[config.mk]
export PLATFORM = sky130hd
export DESIGN_NAME = alert_seq
export DESIGN_NICKNAME = d
export VERILOG_FILES = /design/src/rtl/alert_seq.sv
export SDC_FILE = /design/constraint.sdc
export NUM_CORES = 1
export LEC_CHECK = 0
export ABC_AREA = 1
export BUFFER_PORTS_ARGS = -buffer_cell sky130_fd_sc_hd__buf_2
export CORE_UTILIZATION = 50
export CTS_CLUSTER_SIZE = 12
export DETAILED_ROUTE_END_ITERATION = 10
export MAX_ROUTING_LAYER = met4
export PLACE_DENSITY = 0.66
export SYNTH_ARGS = -nofsm -noshare
export SYNTH_HDL_FRONTEND = slang
export SYNTH_SLANG_ARGS = --single-unit
[constraint.sdc]
create_clock -name clk -period 4.61 [get_ports clk]
set_input_delay 0.2305 -clock clk [delete_from_list [all_inputs] [get_ports clk]]
set_output_delay 0.2305 -clock clk [all_outputs]
set_load 0.02 [all_outputs]
[src/rtl/alert_seq.sv]
// Multi-pattern buzzer alert sequencer: long tone, N beeps, two-tone siren or
// continuous tone, with internal millisecond timebase and square-wave tone generator.
module alert_seq #(
  parameter int unsigned CLK_HZ  = 100_000_000,
  parameter int unsigned MS_DIV  = 100_000,
  parameter int unsigned HZ_LO   = 440,
  parameter int unsigned HZ_HI   = 880,
  parameter int unsigned LONG_MS = 400,
  parameter int unsigned BEEP_MS = 150,
  parameter int unsigned GAP_MS  = 100,
  parameter int unsigned CNT_W   = 4,
  parameter int unsigned DUR_W   = 12
) (
  input  logic             clk,
  input  logic             rst,
  input  logic             trigger,
  input  logic [1:0]       mode,
  input  logic [CNT_W-1:0] beeps,
  input  logic             stop,
  output logic             buzzer,
  output logic             busy,
  output logic             done
);
  localparam int unsigned HALF_LO  = CLK_HZ / (2 * HZ_LO);
  localparam int unsigned HALF_HI  = CLK_HZ / (2 * HZ_HI);
  localparam int unsigned HALF_MAX = (HALF_LO > HALF_HI) ? HALF_LO : HALF_HI;
  localparam int HW = $clog2(HALF_MAX + 1);
  localparam int PW = $clog2(MS_DIV + 1);

  localparam logic [HW-1:0]    HLO_M1   = HW'(HALF_LO - 1);
  localparam logic [HW-1:0]    HHI_M1   = HW'(HALF_HI - 1);
  localparam logic [PW-1:0]    PRE_END  = PW'(MS_DIV - 1);
  localparam logic [DUR_W-1:0] LONG_END = DUR_W'(LONG_MS - 1);
  localparam logic [DUR_W-1:0] BEEP_END = DUR_W'(BEEP_MS - 1);
  localparam logic [DUR_W-1:0] GAP_END  = DUR_W'(GAP_MS - 1);

  typedef enum logic [1:0] {IDLE, TONE, GAP} state_t;

  state_t           state;
  logic [1:0]       mode_q;
  logic [CNT_W-1:0] cnt;
  logic             tone_hi;
  logic [PW-1:0]    pre;
  logic [DUR_W-1:0] dur;
  logic [HW-1:0]    hcnt;

  logic             tick, endless, ph_end;
  logic [DUR_W-1:0] ph_last;
  logic [HW-1:0]    half_m1;

  assign tick    = (pre == PRE_END);
  assign endless = (state == TONE) && (mode_q == 2'd3);
  assign half_m1 = tone_hi ? HHI_M1 : HLO_M1;
  assign busy    = (state != IDLE);

  always_comb begin
    ph_last = BEEP_END;
    if (state == GAP)          ph_last = GAP_END;
    else if (mode_q == 2'd0)   ph_last = LONG_END;
  end

  assign ph_end = tick && (dur == ph_last) && !endless;

  always_ff @(posedge clk) begin
    if (rst) begin
      state   <= IDLE;
      mode_q  <= '0;
      cnt     <= '0;
      tone_hi <= 1'b0;
      pre     <= '0;
      dur     <= '0;
      hcnt    <= '0;
      buzzer  <= 1'b0;
      done    <= 1'b0;
    end else begin
      done <= 1'b0;
      if (stop) begin
        // stop outranks a same-cycle trigger
        state  <= IDLE;
        buzzer <= 1'b0;
        cnt    <= '0;
        pre    <= '0;
        dur    <= '0;
        hcnt   <= '0;
      end else if (trigger) begin
        state   <= TONE;
        mode_q  <= mode;
        cnt     <= (beeps == '0) ? CNT_W'(1) : beeps;
        tone_hi <= mode[0];
        pre     <= '0;
        dur     <= '0;
        hcnt    <= '0;
        buzzer  <= 1'b1;
      end else if (state != IDLE) begin
        pre <= tick ? '0 : pre + PW'(1);
        if (tick && !endless) dur <= dur + DUR_W'(1);
        if (state == TONE) begin
          if (hcnt == half_m1) begin
            hcnt   <= '0;
            buzzer <= ~buzzer;
          end else begin
            hcnt <= hcnt + HW'(1);
          end
        end
        // phase boundary overrides the per-cycle counter updates above
        if (ph_end) begin
          pre  <= '0;
          dur  <= '0;
          hcnt <= '0;
          if (state == GAP) begin
            state  <= TONE;
            buzzer <= 1'b1;
          end else if (mode_q == 2'd2) begin
            tone_hi <= ~tone_hi;
            buzzer  <= 1'b1;
          end else if (mode_q == 2'd1 && cnt > CNT_W'(1)) begin
            cnt    <= cnt - CNT_W'(1);
            state  <= GAP;
            buzzer <= 1'b0;
          end else begin
            state  <= IDLE;
            buzzer <= 1'b0;
            done   <= 1'b1;
          end
        end
      end
    end
  end
endmodule

==> flow_summary.toml, run 1 <==
[status]
status = "finished clean"

[worst_hold_path]
min_from = "rst"
hold_depth = 2
whs_endpoint = "tone_hi"
hold_path.class = "input pin to flop"

[clocking]
clock_latency_ps = 330
h-tree-depth = 3
cts_resized = 0
post_cts_buffers = 0
clock_sinks = 57
cts_root_buf = "clkbuf_8"
tritoncts = "yes"
postCtsHoldBufs = 0
clockBufferDepth = 2
clkSlewWorstSetupHoldPaths_ps = 70
cts_made_buffers = 9

[die]
io_pins = 13
dieHeight_um = 89.5
start_util_pct = 52.3
die_x_um = 89.5
core_um2 = 7330
die-area_um2 = 8020
num_rows = 31

[setup_path]
timing.rr.start = "pre[1]"
r2r_slack_ps = 2140
setup.worst_path.end_class = "flop"
startpoint_type = "flop"
cp_max_fo = 20
r2r-end = "hcnt[2]"
worstPathArrival_ps = 2690
worstSetupPathType = "flop to flop"
critPathLaunch = "pre[1]"
cp.required_ps = 4840
reg2reg_depth = 14

[sta]
setup_viol = 0
layout_setup_ws_ps = 2140
tns_ps = 0
worstMarginPinSlew_ps = 877
worst_hold_slack_ps = 94.6
max_slew_margin_pct = 41.3
slew_violations = 0
fmax_mhz = 405
fin_skew_ps = 9.56
period_minus_slack_ps = 2470
grt_setup_unrepaired = "no"
hold_violations = 0
fin_crit_sh_pct = 53.5

[route]
dr.pass1.iters = 5
postRouteAntennaNets = 0
viasPerCell = 5.32
drc_errors = 0
drtIter0Drc = 275
num_vias = 3985
wl_mm = 9.42
route.detailed.wl_per_inst_um = 12.6

[logic_synthesis]
async_reset_ff_share_pct = 0
ys_ff_latch = 57
synth_nets = 651
syn_inst = 636
synth_edf_count = 0
synth_ff_type = "dfxtp_1"
yosys_warnings = 0
syn_avg_cell_area_um2 = 6.02
syn-cell-area_um2 = 3830
synth_cell_type_count = 32
synth_seq_area_share_pct = 29.8

[place]
post-dp-hpwl_mm = 6.94
io_buffer_count = 12
globalplace.congestion = 0.933
place_ws_ps = 2190

[global_routing]
antenna_found_initial = 0
gr-total-overflow = 0
grt_pass1_vias = 3481
grt_first_pass_wirelength_mm = 15.9
grt_max_degree = 31
track_usage_pct = 26.5

[pwr]
p_leak_nw = 1.56
power_density_nw_per_um2 = 275
max-vdd-ir-drop_v = 0.000254

[cells_and_area]
nets = 660
drive_above_1_share_pct = 7.85
diodes = 0
area_delta_synth_final_pct = 8.79

[run]
cap_violations = 0
## critical path: stages, from the launching register on
cell and delay [ps]:
dfxtp_1 350, ha_1 170, nand2_1 60, inv_1 130
nand2_1 90, nor2_2 210, nand3_2 100, nor2_2 140
nand2_2 70, nand2_2 320, nand2_2 250, inv_1 200
nand2_1 90, nand2_1 90, nor2_1 60
## power breakdown
group	switching [W]	leakage [nW]	total (W)	internal, W
clock network	0.000207	0.120	0.000580	0.000373
logic	0.0000433	0.976	0.0000624	0.0000191
registers	0.00000531	0.460	0.000502	0.000497
## through the flow
| step | utilization (%) | cells | instance area [um^2] | power, W |
|---|---|---|---|---|
| 2_1_floorplan | - | 636 | 3830 | 0.000559 |
| 4_1_cts | 56.9 | 749 | 4170 | 0.00116 |
| 3_3_place_gp | 53.5 | 733 | 3920 | 0.000574 |
| 3_5_place_dp | 53.5 | 733 | 3920 | 0.000575 |
| 5_1_grt | 56.9 | 749 | 4170 | 0.00119 |
| 6_report | 56.9 | 749 | 4170 | 0.00114 |
## area by class of cell
type | count | area [um^2]
Clock buffer | 11 | 141
Clock inverter | 5 | 103
Fill cell | 757 | 3160
Inverter | 78 | 293
Multi-Input combinational cell | 487 | 2310
Sequential cell | 57 | 1140
Tap cell | 99 | 124
Timing Repair Buffer | 12 | 60.1
## how the worst max path moves through the flow
stage	slack, ps	to	depth (start not counted)
after global placement	2260	dur[1]	6
after detailed placement	2190	dur[1]	6
after global routing	1860	hcnt[2]	14
final	2140	hcnt[2]	14
after CTS	2170	hcnt[2]	14
after floorplan	2840	hcnt[15]	14
## synth_stat cells (6+ instances only)
cell / instances / area share, %
a21oi_1: 26 / 3.4
nor3_1: 23 / 3.0
nand4_1: 27 / 4.4
o21ai_0: 13 / 1.7
nand3_1: 57 / 7.4
xor2_1: 14 / 3.2
nand2_2: 6 / 0.98
inv_1: 74 / 7.3
nand2_1: 158 / 15
dfxtp_1: 57 / 30
nor2_1: 122 / 12
nor2_2: 9 / 1.5
## cells by family after synthesis
group	synth area share [%]
compound gates	6.92
xor+xnor	3.89
fa+ha+maj	1.63
buf+inv	10.0
flops	29.8
simple gates	47.7
## registers in the layout (all words and copies together) (netlist names)
name / cells
mode_q: 2
pre: 17
buzzer: 1
state: 2
hcnt: 17
tone_hi: 1
cnt: 4
dur: 12
done: 1
## placed cells by master, fill, tap and decap left out, drive strengths merged
| cell | instances |
|---|---|
| clkinvlp | 1 |
| nand4 | 27 |
| o21bai | 1 |
| a21oi | 26 |
| ha | 5 |
| a211oi | 3 |
| o21ai | 14 |
| a31oi | 2 |
| o31ai | 1 |
| o21a | 1 |
| clkinv | 1 |
| nor3 | 24 |
| inv | 78 |
| xor2 | 14 |
| nand2 | 164 |
| bufinv | 3 |
| clkbuf | 11 |
| nor2 | 133 |
| dfxtp | 57 |
| xnor2 | 3 |
| nor3b | 5 |
| a21boi | 1 |
| nand3 | 59 |
| nor4 | 4 |
| buf | 12 |
## layer usage
layer / up-vias / share of wire [%] / GRT usage (%)
met5: - / 0 / -
met4: 0 / 1.1 / 7.79
met3: 11 / 5.4 / 5.08
met2: 107 / 45 / 40.5
met1: 1808 / 48 / 35.5
li1: 2059 / - / -
Note: power is estimated with default switching activity, not from simulation.
==> run 2: changes to the inputs <==
==> constraint.sdc (replaced) <==
create_clock -name clk -period 2.43 [get_ports clk]
set_input_delay 0.1215 -clock clk [delete_from_list [all_inputs] [get_ports clk]]
set_output_delay 0.1215 -clock clk [all_outputs]
set_load 0.02 [all_outputs]
==> run 2 against run 1 <==
Non-clock buffer count rose by 9. Critical path depth did not move. First-iteration DRC count down 14%. Register-to-register slack worse by 1800 ps. Fmax up 18%. Critical path type unchanged. Largest cell class unchanged.
==> flow_summary.toml, run 2 (synthesized netlist as in run 1, its figures left out) <==
[global_routing]
antenna_found_initial = 0
top_usage_layer = "met2"
gr-total-overflow = 0
grt_first_pass_wirelength_mm = 16.0
use_met3_pct = 6.74
grt_pass1_vias = 3539
track_usage_pct = 27.0
met2_usage_pct = 41.0
grt_max_degree = 23
grt_util_met1_pct = 35.4

[pwr]
max-vdd-ir-drop_v = 0.000315
seqPwrFrac_pct = 50.4
p_sw_w = 0.000480
power_density_nw_per_um2 = 452
p_total_w = 0.00188
p_sw_share_pct = 25.4
p_leak_nw = 1.57
p_int_w = 0.00141
comb_power_share_pct = 6.9
clockPowerShare_pct = 42.7

[die]
dieHeight_um = 89.5
die-area_um2 = 8020
num_rows = 31
core_um2 = 7330
io_pins = 13
start_util_pct = 52.3
die_x_um = 89.5

[clocking]
clockBufferDepth = 2
postCtsHoldBufs = 1
cts_root_buf = "clkbuf_8"
h-tree-depth = 3
clock_sinks = 57
tritoncts = "yes"
post_cts_buffers = 0
clock_latency_ps = 340
clkSlewWorstSetupHoldPaths_ps = 60
cts_made_buffers = 9
cts_resized = 0

[route]
route.detailed.wl_per_inst_um = 12.6
drc_errors = 0
drtIter0Drc = 237
postRouteAntennaNets = 0
wl_mm = 9.55
num_vias = 3933
dr.pass1.iters = 5
viasPerCell = 5.19

[cells_and_area]
mostFrequentLayoutCells = "nand2_1, nor2_1, inv_1"
multi_input_area_um2 = 2310
area_delta_synth_final_pct = 8.79
diodes = 0
top_regs = "hcnt x17, pre x17, dur x12"
nets = 669
final-seq-area_um2 = 1140
drive_above_1_share_pct = 8.80
fillers = 775
final_common_cell = "nand2_1"

[setup_path]
startpoint_type = "flop"
worstSetupPathType = "flop to flop"
cp.required_ps = 2670
crit_buf_inv = 2
worstPathArrival_ps = 2320
cp_max_fo = 12
setup.worst_path.end_class = "flop"
cp_top_family = "simple AND/OR/NAND/NOR gates"
crit_chain = "ha_1 > nand2_1 > inv_1 > nand2_1 > nor2_2 > nand3_2 > nor2_2 > nand2_2 > nand2_2 > nand2_2 > inv_1 > nand2_1 > nand2_1 > nor2_1"
cp_common_cell = "nand2_1"
slowest_stage = "dfxtp_1"
critPathMaxStageDelay_ps = 360

[sta]
max_slew_margin_pct = 49.9
period_minus_slack_ps = 2090
tns_ps = 0
fin_skew_ps = 13.5
slew_violations = 0
grt_setup_unrepaired = "no"
fmax_mhz = 479
setup_viol = 0
fin_crit_sh_pct = 85.9
worstMarginPinSlew_ps = 750
hold_violations = 0

[status]
status = "finished clean"

[place]
post-dp-hpwl_mm = 6.95
io_buffer_count = 12
globalplace.congestion = 0.926

[run]
cap_violations = 0

[worst_hold_path]
hold_path.class = "input pin to flop"
-- run 2: through the flow --
stage	utilization [%]	hold slack (ps)	setup WS (ps)	instances	instance area, um^2
detailed placement	54.3	334	361	741	3980
finish	56.9	76.7	342	758	4170
global route	56.9	91.0	167	758	4170
global placement	54.3	331	407	741	3980
floorplan	-	191	663	636	3830
CTS	56.9	68.2	348	758	4170
-- run 2: worst register-to-register path, delay by kind of cell (launching register included) --
| family | cells | cell delay [ps] |
|---|---|---|
| buffers and inverters | 2 | 320 |
| DFF | 1 | 360 |
| and+or+nand+nor | 11 | 1130 |
| adders and majority gates | 1 | 180 |
-- run 2: per-layer routing --
layer  routed length (um)  up-vias  share of wire (%)
met4                  101        0                1.1
met5                    0        -                  0
met3                  558       10                5.8
li1                     -     2083                  -
met1                 4590     1734                 48
met2                 4300      106                 45
-- run 2: power by group through the flow --
stage | clock network (W) | logic (W) | registers [W]
2_1_floorplan | 0 | 0.0000912 | 0.000970
3_3_place_gp | 0 | 0.000125 | 0.000970
3_5_place_dp | 0 | 0.000127 | 0.000971
4_1_cts | 0.000822 | 0.000128 | 0.000949
5_1_grt | 0.000873 | 0.000146 | 0.000950
6_report | 0.000805 | 0.000130 | 0.000950
-- run 2: path summary, 6_finish.rpt --
| check | from | end | slack (ps) | cells after the start |
|---|---|---|---|---|
| max reg2reg | pre[0] | hcnt[0] | 340 | 14 |
| min | mode[1] | mode_q[1] | 80 | 3 |
| max | pre[0] | hcnt[0] | 340 | 14 |
| min reg2reg | pre[13] | pre[13] | 480 | 2 |
-- run 2: cell type report --
type,count,share of cell area [%]
clock buffers,13,3.81
clock inverters,3,0.360
inverters,78,7.02
multi-input cells,487,55.3
flip-flops and latches,57,27.4
well taps,99,2.97
repair buffers,21,3.12
==> run 3: changes to the inputs <==
--- a/config.mk
+++ b/config.mk
@@ -6,12 +6,11 @@
 export NUM_CORES = 1
 export LEC_CHECK = 0
 export ABC_AREA = 1
-export BUFFER_PORTS_ARGS = -buffer_cell sky130_fd_sc_hd__buf_2
 export CORE_UTILIZATION = 50
 export CTS_CLUSTER_SIZE = 12
 export DETAILED_ROUTE_END_ITERATION = 10
+export DONT_BUFFER_PORTS = 1
 export MAX_ROUTING_LAYER = met4
-export PLACE_DENSITY = 0.66
 export SYNTH_ARGS = -nofsm -noshare
 export SYNTH_HDL_FRONTEND = slang
 export SYNTH_SLANG_ARGS = --single-unit
==> run 3 against run 2 <==
Cell count down 1.6%. Non-clock buffer count down 9. Total power about the same. Design area decreased by 0.78%. Sequential share of layout area up 0.22 points. Core utilization decreased by 0.44 points. Combinational power fell by 7%. Critical path type unchanged.
==> flow_summary.toml, run 3 (synthesized netlist as in run 1, its figures left out) <==
[pwr]
p_sw_share_pct = 24.7
p_leak_nw = 1.53
p_int_w = 0.00142
p_sw_w = 0.000465
power_density_nw_per_um2 = 456
seqPwrFrac_pct = 50.5
max-vdd-ir-drop_v = 0.000438
clockPowerShare_pct = 43.1
comb_power_share_pct = 6.4

[place]
globalplace.congestion = 0.960
io_buffer_count = 0
place_inst = 728
post-dp-hpwl_mm = 6.93

[die]
dieHeight_um = 89.5
core_um2 = 7330
num_rows = 31
start_util_pct = 52.3
die-area_um2 = 8020
die_x_um = 89.5
io_pins = 13

[global_routing]
grt_first_pass_wirelength_mm = 16.0
grt_max_degree = 29
track_usage_pct = 26.7
gr-total-overflow = 0
grt_pass1_vias = 3469
antenna_found_initial = 0

[sta]
tns_ps = 0
fin_skew_ps = 14.4
fmax_mhz = 473
period_minus_slack_ps = 2110
grt_setup_unrepaired = "no"
max_slew_margin_pct = 48.9
worst_hold_slack_ps = 15.7
fin_crit_sh_pct = 87.0
setup_viol = 0
slew_violations = 0
worstMarginPinSlew_ps = 765
hold_violations = 0

[setup_path]
cp_max_fo = 11
crit_buf_inv = 2
crit_chain = "nand2_2 > nand2_1 > inv_1 > nand2_1 > nand4_1 > nor2_1 > nand3_1 > buf_4 > nand2_1 > nor2_1 > nor2_1 > nor2_1"
startpoint_type = "flop"
cp.required_ps = 2640
worstPathArrival_ps = 2320
cp_top_family = "simple AND/OR/NAND/NOR gates"
worstSetupPathType = "flop to flop"
setup.worst_path.end_class = "flop"
critPathMaxStageDelay_ps = 420
slowest_stage = "dfxtp_1"
cp_common_cell = "nor2_1"
r2r_slack_ps = 320

[route]
num_vias = 3933
postRouteAntennaNets = 0
route.detailed.wl_per_inst_um = 12.5
drc_errors = 0
dr.pass1.iters = 6
drtIter0Drc = 248
viasPerCell = 5.27
wl_mm = 9.36

[clocking]
clock_sinks = 57
cts_made_buffers = 9
clockBufferDepth = 2
tritoncts = "yes"
cts_root_buf = "clkbuf_8"
clock_latency_ps = 350
postCtsHoldBufs = 5
clkSlewWorstSetupHoldPaths_ps = 60
post_cts_buffers = 0
cts_resized = 0
h-tree-depth = 3

[worst_hold_path]
hold_path.class = "input pin to flop"

[cells_and_area]
drive_above_1_share_pct = 6.65
diodes = 0
final_common_cell = "nand2_1"
top_regs = "hcnt x17, pre x17, dur x12"
mostFrequentLayoutCells = "nand2_1, nor2_1, inv_1"
area_delta_synth_final_pct = 7.94
final_cells = 746
nets = 660

[run]
cap_violations = 0

[status]
status = "finished clean"
run 3: changes by cell type in the layout (fill, tap and decap cells not counted), sizes merged:
cell | before | now
buf | 20 | 7
clkinv | 3 | 0
dlygate4sd3 | 1 | 5
run 3: final cells by class:
type | count | area [um^2]
inverters | 78 | 293
well taps | 99 | 124
multi-input cells | 487 | 2310
repair buffers | 12 | 103
flip-flops and latches | 57 | 1140
fillers | 726 | 3200
clock buffers | 13 | 169
run 3: through the flow:
stage	total power (W)	area [um^2]	setup slack [ps]	util [%]
floorplan	0.00106	3830	663	-
global placement	0.00108	3920	371	53.4
detailed placement	0.00109	3920	329	53.4
CTS	0.00191	4140	312	56.4
global route	0.00197	4140	75.7	56.4
finish	0.00188	4140	317	56.4
run 3: layer usage:
layer,up-vias,track usage (%),share of wire (%)
met5,-,-,0
met4,0,8.80,1.3
met3,13,5.08,4.1
met2,82,41.2,45
met1,1771,35.2,50
li1,2067,-,-
run 3: worst paths after layout:
kind / startpoint / end / cells after the start
worst max-delay path: state[1] / hcnt[15] / 12
worst min-delay path: stop / mode_q[1] / 3
worst max register to register: state[1] / hcnt[15] / 12
worst min register to register: pre[13] / pre[13] / 2
run 3: power by group through the flow:
stage	clock network, W	registers (W)	logic, W
after CTS	0.000838	0.000950	0.000121
after detailed placement	0	0.000972	0.000113
after global routing	0.000882	0.000951	0.000137
after floorplan	0	0.000970	0.0000912
final	0.000813	0.000951	0.000121
after global placement	0	0.000971	0.000112
run 3: worst reg2reg max path: stages (launching register included):
cell	delay, ps
dfxtp_1	420
nand2_2	190
nand2_1	190
inv_1	80
nand2_1	90
nand4_1	90
nor2_1	120
nand3_1	260
buf_4	280
nand2_1	70
nor2_1	40
nor2_1	110
nor2_1	40
